## src/rtl/sram_rr_arbiter.sv

```systemverilog
// Two-requester round-robin arbiter in front of one word-addressed single-port SRAM.
// Latency: request sampled at edge N, ACCESS for 1+WAIT_CYCLES cycles, ack pulse in the following cycle.
// Backpressure: a requester holds req (and stable addr/wdata/write) until its ack; the loser stays pending.
//
// Ports:
//   clk, rst                      clock and asynchronous active-high reset
//   m0_* / m1_*                   requester ports: req/write/addr/wdata in, ack/rdata out
//   sram_addr/wdata/wdata_en      registered SRAM drive (byte address passed through untouched)
//   sram_rdata                    combinational SRAM read data, captured on the last ACCESS cycle
//   grant_id                      requester currently or most recently granted
module sram_rr_arbiter #(
  parameter int DATA_WIDTH  = 32,
  parameter int ADDR_WIDTH  = 32,
  parameter int WAIT_CYCLES = 0    // 0..15, extra cycles the SRAM address is held
) (
  input  logic                  clk,
  input  logic                  rst,
  input  logic                  m0_req,
  input  logic                  m0_write,
  input  logic [ADDR_WIDTH-1:0] m0_addr,
  input  logic [DATA_WIDTH-1:0] m0_wdata,
  output logic                  m0_ack,
  output logic [DATA_WIDTH-1:0] m0_rdata,
  input  logic                  m1_req,
  input  logic                  m1_write,
  input  logic [ADDR_WIDTH-1:0] m1_addr,
  input  logic [DATA_WIDTH-1:0] m1_wdata,
  output logic                  m1_ack,
  output logic [DATA_WIDTH-1:0] m1_rdata,
  output logic [ADDR_WIDTH-1:0] sram_addr,
  output logic                  sram_wdata_en,
  output logic [DATA_WIDTH-1:0] sram_wdata,
  input  logic [DATA_WIDTH-1:0] sram_rdata,
  output logic                  grant_id
);

  typedef enum logic [1:0] {
    ST_IDLE   = 2'd0,
    ST_ACCESS = 2'd1,
    ST_ACK    = 2'd2
  } state_t;

  localparam logic [3:0] WAIT_INIT = 4'(WAIT_CYCLES);

  state_t                state_q, state_d;
  logic [3:0]            wait_q, wait_d;
  logic                  grant_q, grant_d;
  logic                  write_q, write_d;
  logic [ADDR_WIDTH-1:0] addr_q, addr_d;
  logic [DATA_WIDTH-1:0] wdata_q, wdata_d;
  logic                  wen_q, wen_d;
  logic                  ack0_q, ack0_d;
  logic                  ack1_q, ack1_d;
  logic [DATA_WIDTH-1:0] rdata0_q, rdata0_d;
  logic [DATA_WIDTH-1:0] rdata1_q, rdata1_d;

  logic                  win;
  logic                  win_write;

  always_ff @(posedge clk or posedge rst) begin
    if (rst) begin
      state_q  <= ST_IDLE;
      wait_q   <= 4'd0;
      grant_q  <= 1'b1;    // port 0 takes the first tie
      write_q  <= 1'b0;
      addr_q   <= '0;
      wdata_q  <= '0;
      wen_q    <= 1'b0;
      ack0_q   <= 1'b0;
      ack1_q   <= 1'b0;
      rdata0_q <= '0;
      rdata1_q <= '0;
    end else begin
      state_q  <= state_d;
      wait_q   <= wait_d;
      grant_q  <= grant_d;
      write_q  <= write_d;
      addr_q   <= addr_d;
      wdata_q  <= wdata_d;
      wen_q    <= wen_d;
      ack0_q   <= ack0_d;
      ack1_q   <= ack1_d;
      rdata0_q <= rdata0_d;
      rdata1_q <= rdata1_d;
    end
  end

  always_comb begin
    state_d   = state_q;
    wait_d    = wait_q;
    grant_d   = grant_q;
    write_d   = write_q;
    addr_d    = addr_q;
    wdata_d   = wdata_q;
    wen_d     = 1'b0;
    ack0_d    = 1'b0;
    ack1_d    = 1'b0;
    rdata0_d  = rdata0_q;
    rdata1_d  = rdata1_q;
    win       = 1'b0;
    win_write = 1'b0;

    unique case (state_q)
      ST_IDLE: begin
        if (m0_req || m1_req) begin
          // Tie goes to the port not granted last; a lone requester always wins.
          win       = (m0_req && m1_req) ? ~grant_q : m1_req;
          win_write = win ? m1_write : m0_write;
          grant_d   = win;
          write_d   = win_write;
          addr_d    = win ? m1_addr  : m0_addr;
          wdata_d   = win ? m1_wdata : m0_wdata;
          wait_d    = WAIT_INIT;
          // The strobe is a register, so it must be raised one edge ahead of the
          // last ACCESS cycle; with no wait states that is the first one.
          wen_d     = win_write && (WAIT_INIT == 4'd0);
          state_d   = ST_ACCESS;
        end
      end

      ST_ACCESS: begin
        if (wait_q != 4'd0) begin
          wait_d = wait_q - 4'd1;
          wen_d  = write_q && (wait_q == 4'd1);
        end else begin
          // Last ACCESS cycle: a write lands at this edge, a read is captured here.
          if (!write_q) begin
            if (grant_q) rdata1_d = sram_rdata;
            else         rdata0_d = sram_rdata;
          end
          if (grant_q) ack1_d = 1'b1;
          else         ack0_d = 1'b1;
          state_d = ST_ACK;
        end
      end

      ST_ACK: begin
        state_d = ST_IDLE;
      end

      default: begin
        state_d = ST_IDLE;
      end
    endcase
  end

  assign m0_ack        = ack0_q;
  assign m1_ack        = ack1_q;
  assign m0_rdata      = rdata0_q;
  assign m1_rdata      = rdata1_q;
  assign sram_addr     = addr_q;
  assign sram_wdata    = wdata_q;
  assign sram_wdata_en = wen_q;
  assign grant_id      = grant_q;

endmodule

```

## config.mk

```make
export PLATFORM = sky130hd
export DESIGN_NAME = sram_rr_arbiter
export DESIGN_NICKNAME = d
export VERILOG_FILES = /design/src/rtl/sram_rr_arbiter.sv
export SDC_FILE = /design/constraint.sdc
export NUM_CORES = 1
export LEC_CHECK = 0
export CAP_MARGIN = 20
export CORE_ASPECT_RATIO = 0.7
export CORE_MARGIN = 4
export CORE_UTILIZATION = 40
export CTS_CLUSTER_SIZE = 12
export DETAILED_ROUTE_END_ITERATION = 12
export MAX_ROUTING_LAYER = met4
export PLACE_DENSITY = 0.84
export SLEW_MARGIN = 20
export SYNTH_ARGS = -nofsm -noshare
export SYNTH_HDL_FRONTEND = slang
export SYNTH_SLANG_ARGS = --single-unit
```

## constraint.sdc

```tcl
create_clock -name clk -period 5.4 [get_ports clk]
set_input_delay 1.08 -clock clk [delete_from_list [all_inputs] [get_ports clk]]
set_output_delay 1.08 -clock clk [all_outputs]
set_load 0.01 [all_outputs]
```

# After elaboration in Yosys (flattened, before gate mapping)
# Index checks and enable logic that the tools add are counted.
op_classes:
  n_addsub: 1
  n_eq_ne: 5
  muxes: 19
  bitwise: 3
  reduce_logical: 11
ops:
  columns: ["cell", "n"]
  rows:
  - ["32-bit 2-to-1 mux", 2]
  - ["1-bit 2-to-1 mux", 10]
  - ["4-bit 2-to-1 mux", 2]
  - ["4-bit case mux with 2 select lines", 1]
  - ["4-bit AND reduction", 2]
  - ["2-bit != test, second input constant", 3]
  - ["4-bit by 1-bit == test with 1-bit output, second input constant", 1]
  - ["2-bit 2-to-1 mux", 2]
  - ["2-bit case mux with 2 select lines", 1]
  - ["2-bit AND reduction", 2]
  - ["4-bit nonzero test", 1]
  - ["4-bit by 1-bit subtractor with 4-bit output, second input constant", 1]
  - ["1-bit NOT", 3]
  - ["3-bit AND reduction", 1]
  - ["2-bit by 1-bit == test with 1-bit output, second input constant", 1]
  - ["1-bit logical AND", 2]
  - ["2-bit zero test", 1]
  - ["1-bit case mux with 2 select lines", 1]
  - ["2-bit nonzero test", 1]
  - ["1-bit logical OR", 1]
totals:
  reg_bits: 139
  in_bits: 166
  out_inout_bits: 132
  word_cells: 50

# Longest topological paths before layout
depth:
  depth_word: 5
  ltp_mapped: 6

# Worst setup path after synthesis
# Ideal clock, no wire load.
synth_path:
  path_type: "input -> register"
  startpoint: "input m1_req"
  endpoint: "register wdata_q[10], in the netlist sram_wdata[10]"
  arrival_ns: 2.038
  slack_ns: 3.233
  path_stages: 6
  cell_sequence: "a21bo_2 > clkbuf_2 > buf_4 > buf_2 > mux2i_1 > o21ai_0"
synth_between:
  elab_chain_cells: 3
  word_cells_on_any_way: 5
  cone_classes: "2 x mux; 3 x reduce/logical"
synth_rtl:
  columns: ["element", "line", "source"]
  rows:
  - ["from (decl)", "24", "input logic m1_req,"]
  - ["1-bit logical AND", "107", "win = (m0_req && m1_req) ? ~grant_q : m1_req;"]
  - ["1-bit 2-to-1 mux", "107", null]
  - ["32-bit 2-to-1 mux", "112", "wdata_d = win ? m1_wdata : m0_wdata;"]
  - ["to (signal assigned)", "79", "wdata_q <= wdata_d;"]
  - ["to (decl)", "50", "logic [DATA_WIDTH-1:0] wdata_q, wdata_d;"]
# Several ways; a longest one is shown, not always the timed one.
# A chain may end at the register's enable or synchronous reset.

# Worst setup path after layout
layout_path:
  startpoint: "input m0_req"
  endpoint: "register wdata_q[2], in the netlist sram_wdata[2]"
layout_between:
  elab_chain_cells: 3
  word_cells_on_any_way: 5
  cone_classes: "2 x mux; 3 x reduce/logical"
layout_rtl:
  columns: ["element", "line", "source"]
  rows:
  - ["from (decl)", "18", "input logic m0_req,"]
  - ["1-bit logical AND", "107", null]
  - ["1-bit 2-to-1 mux", "107", null]
  - ["32-bit 2-to-1 mux", "112", null]
# Several ways; a longest one is shown, not always the timed one.

==> results.cfg <==
[outcome]
status = finished, final reports clean

[finish]
syn2layout_area_growth_pct = 61.8
utilization = 0.659
antenna_cells = 0
final_nets = 927
mostFrequentLayoutCells = clkdlybuf4s50_1 (297), dfrtp_1 (138), o21ai_0 (134)
final_cells = 966
fillers = 1091
layout_commonest_cell = clkdlybuf4s50_1
drive_gt1_frac = 0.135

[clock_network]
h-tree-depth = 4
clk_path_buf_depth = 2
cts.sinks = 139
hold_buffers = 0
cts_made_buffers = 17
postCtsSetupRepairBufs = 0
cts_resized = 0
cts_tree = yes
clk_pin_slew_ns = 0.06
insertion_delay_ns = 0.41
cts_root_buf = clkbuf_16

[critical_path]
max_stage_delay_ns = 0.79
r2r-start = grant_id
cp_slowest_cell = a21bo_4
cp_num_cells = 5
regToRegSetupSlack_ns = 3.08
rr_worst_depth = 4
start_kind = input pin
worst-path-buf-inv = 2
crit_path_end = sram_wdata[2]
worstPathRequired_ns = 5.66
setup.worst_path.start = m0_req
worstPathMaxFanout = 50
crit_arrival_ns = 3.20
path_cells = clkdlybuf4s50_1, a21bo_4, buf_4, mux2i_1, o21ai_0
crit_family = buffers and inverters
path_class = input pin to register
r2r_end = sram_wdata[2]
crit_path_end_kind = register

[placement]
portBuffers = 297
pre_cts_slack_ns = 2.02
dp.cells = 934
gp_congestion = 0.822
dp_hpwl_um = 13000

[routing]
drc = 0
via_count = 5005
ant_nets = 0
vias_per_cell = 5.18
drt_iter0_drc = 250
drt-pass1-iter-count = 7
wl_um = 17700
wl_per_cell_um = 18.3

[floorplanning]
start_util = 0.407
fp-row-count = 37
coreArea_mm2 = 0.0146
die_w_um = 154
ios = 298
die_h_um = 110
fp.dieArea_mm2 = 0.0170

[yosys]
synth_area_leaders = dfrtp_1 (58%), o21ai_0 (11%), mux2i_1 (11%)
synthDistinctLibCells = 35
synth-seq-cells = 139
avgSynthCellArea_um2 = 12.6
syn_nets = 642
ys_warn_count = 0
synth_top_area_frac = 0.579
syn_area_mm2 = 0.00596
seq_area_frac_synth = 0.584
synth_largest_area_cell = dfrtp_1
synth_cells = 473

[power_and_ir_drop]
combinationalPowerShare = 0.442
max-vdd-ir-drop_uv = 211
switching_power_w = 0.00180
powerDensity_mw_per_mm2 = 561
p_int_w = 0.00362
cellLeakagePower_nw = 4.13
fin_total_pwr_w = 0.00542
switching_share = 0.332
p_clk_frac = 0.218
p_seq_frac = 0.340

[global_route]
overflow = 0
grt_start_max_net_pins = 105
grt_antenna_before_repair = 0
grtUsageTotal = 0.211
grt_pass1_wl_um = 27500
grt_pass1_vias = 5250

[flow_run]
maxCapViolCount = 0

[sta]
worst_slew_pin_slew_ns = 0.959
skew_ns = 0.00516
slew_headroom = 0.361
rsz0062_at_grt = false
fmax_mhz = 340
setup_viol = 0
tns_ns = 0
hold_viol = 0
setup_slack_ns = 2.46
finalMaxSlewViolations = 0
fin_crit_sh = 0.545
layout_min_cycle_time_ns = 2.94

[min_path]
hp-class = register to register
[sequential cells by signal, summed over array words and instances (netlist names)]
signal         count
m0_rdata          32
m1_rdata          32
sram_addr         32
sram_wdata        32
wait_q             4
state_q            2
grant_id           1
m0_ack             1
m1_ack             1
sram_wdata_en      1
write_q            1
[per-layer routing]
metal | vias to the layer above | track usage | wire length [µm]
met2 | 241 | 0.351 | 8860
li1 | 2274 | - | -
met4 | 0 | 0.0706 | 451
met1 | 2458 | 0.248 | 7140
met3 | 32 | 0.0663 | 1240
met5 | - | - | 0
[power groups by stage]
stage          sequential [W]  combinational, W  clock [W]
3_5_place_dp          0.00185           0.00241          0
4_1_cts               0.00184           0.00242    0.00121
3_3_place_gp          0.00181           0.00234          0
2_1_floorplan         0.00204          0.000837          0
5_1_grt               0.00190           0.00259    0.00125
6_report              0.00184           0.00240    0.00118
[stage by stage]
step           cell area (µm²)  hold WS (ns)
6_report                  9650         0.490
3_3_place_gp              9050         0.468
5_1_grt                   9650         0.513
3_5_place_dp              9050         0.480
2_1_floorplan             5960         0.491
4_1_cts                   9650         0.490
[Yosys cell counts]
cell type	instances
dfrtp_1	138
o21ai_0	134
mux2i_1	66
mux2_2	57
clkbuf_1	18
buf_2	10
mux2_1	7
inv_1	5
buf_6	4
nor2_1	4
buf_4	3
ha_1	3
clkbuf_2	2
a21bo_2	1
a21oi_1	1
a31o_2	1
and2_1	1
and3_1	1
and4b_1	1
dfstp_2	1
nand2_1	1
nand2b_1	1
nand3_1	1
nand4b_1	1
nor2b_1	1
nor3_1	1
nor3b_1	1
nor4b_4	1
o22ai_1	1
o32ai_1	1
or2_1	1
or2_2	1
or2_4	1
or3_1	1
or4_1	1
[worst min-delay path by stage]
| stage | from | endpoint | slack [ns] | cells after the start |
|---|---|---|---|---|
| 2_1_floorplan | wait_q[0] | wait_q[0] | 0.49 | 1 |
| 3_3_place_gp | m1_rdata[2] | m1_rdata[2] | 0.47 | 1 |
| 3_5_place_dp | m1_rdata[27] | m1_rdata[27] | 0.48 | 1 |
| 4_1_cts | m1_rdata[27] | m1_rdata[27] | 0.49 | 1 |
| 5_1_grt | m1_rdata[27] | m1_rdata[27] | 0.51 | 1 |
| 6_report | m1_rdata[27] | m1_rdata[27] | 0.49 | 1 |
[cell families after synthesis]
| logic type | count (synthesis) | share of synthesized area |
|---|---|---|
| simple gates | 20 | 0.0233 |
| buf+inv | 42 | 0.0359 |
| compound gates | 139 | 0.119 |
| fa+ha+maj | 3 | 0.00630 |
| flops | 139 | 0.584 |
| mux | 130 | 0.232 |
[final cells by class]
type / instances / area, µm² / share of cell area
Timing Repair Buffer: 303 / 3020 / 0.313
Clock inverter: 15 / 175 / 0.0182
Clock buffer: 17 / 425 / 0.0441
Multi-Input combinational cell: 292 / 2280 / 0.236
Sequential cell: 139 / 3480 / 0.361
Tap cell: 195 / 244 / 0.0253
Inverter: 5 / 23.8 / 0.00246
Power figures use the tool's default switching activity.
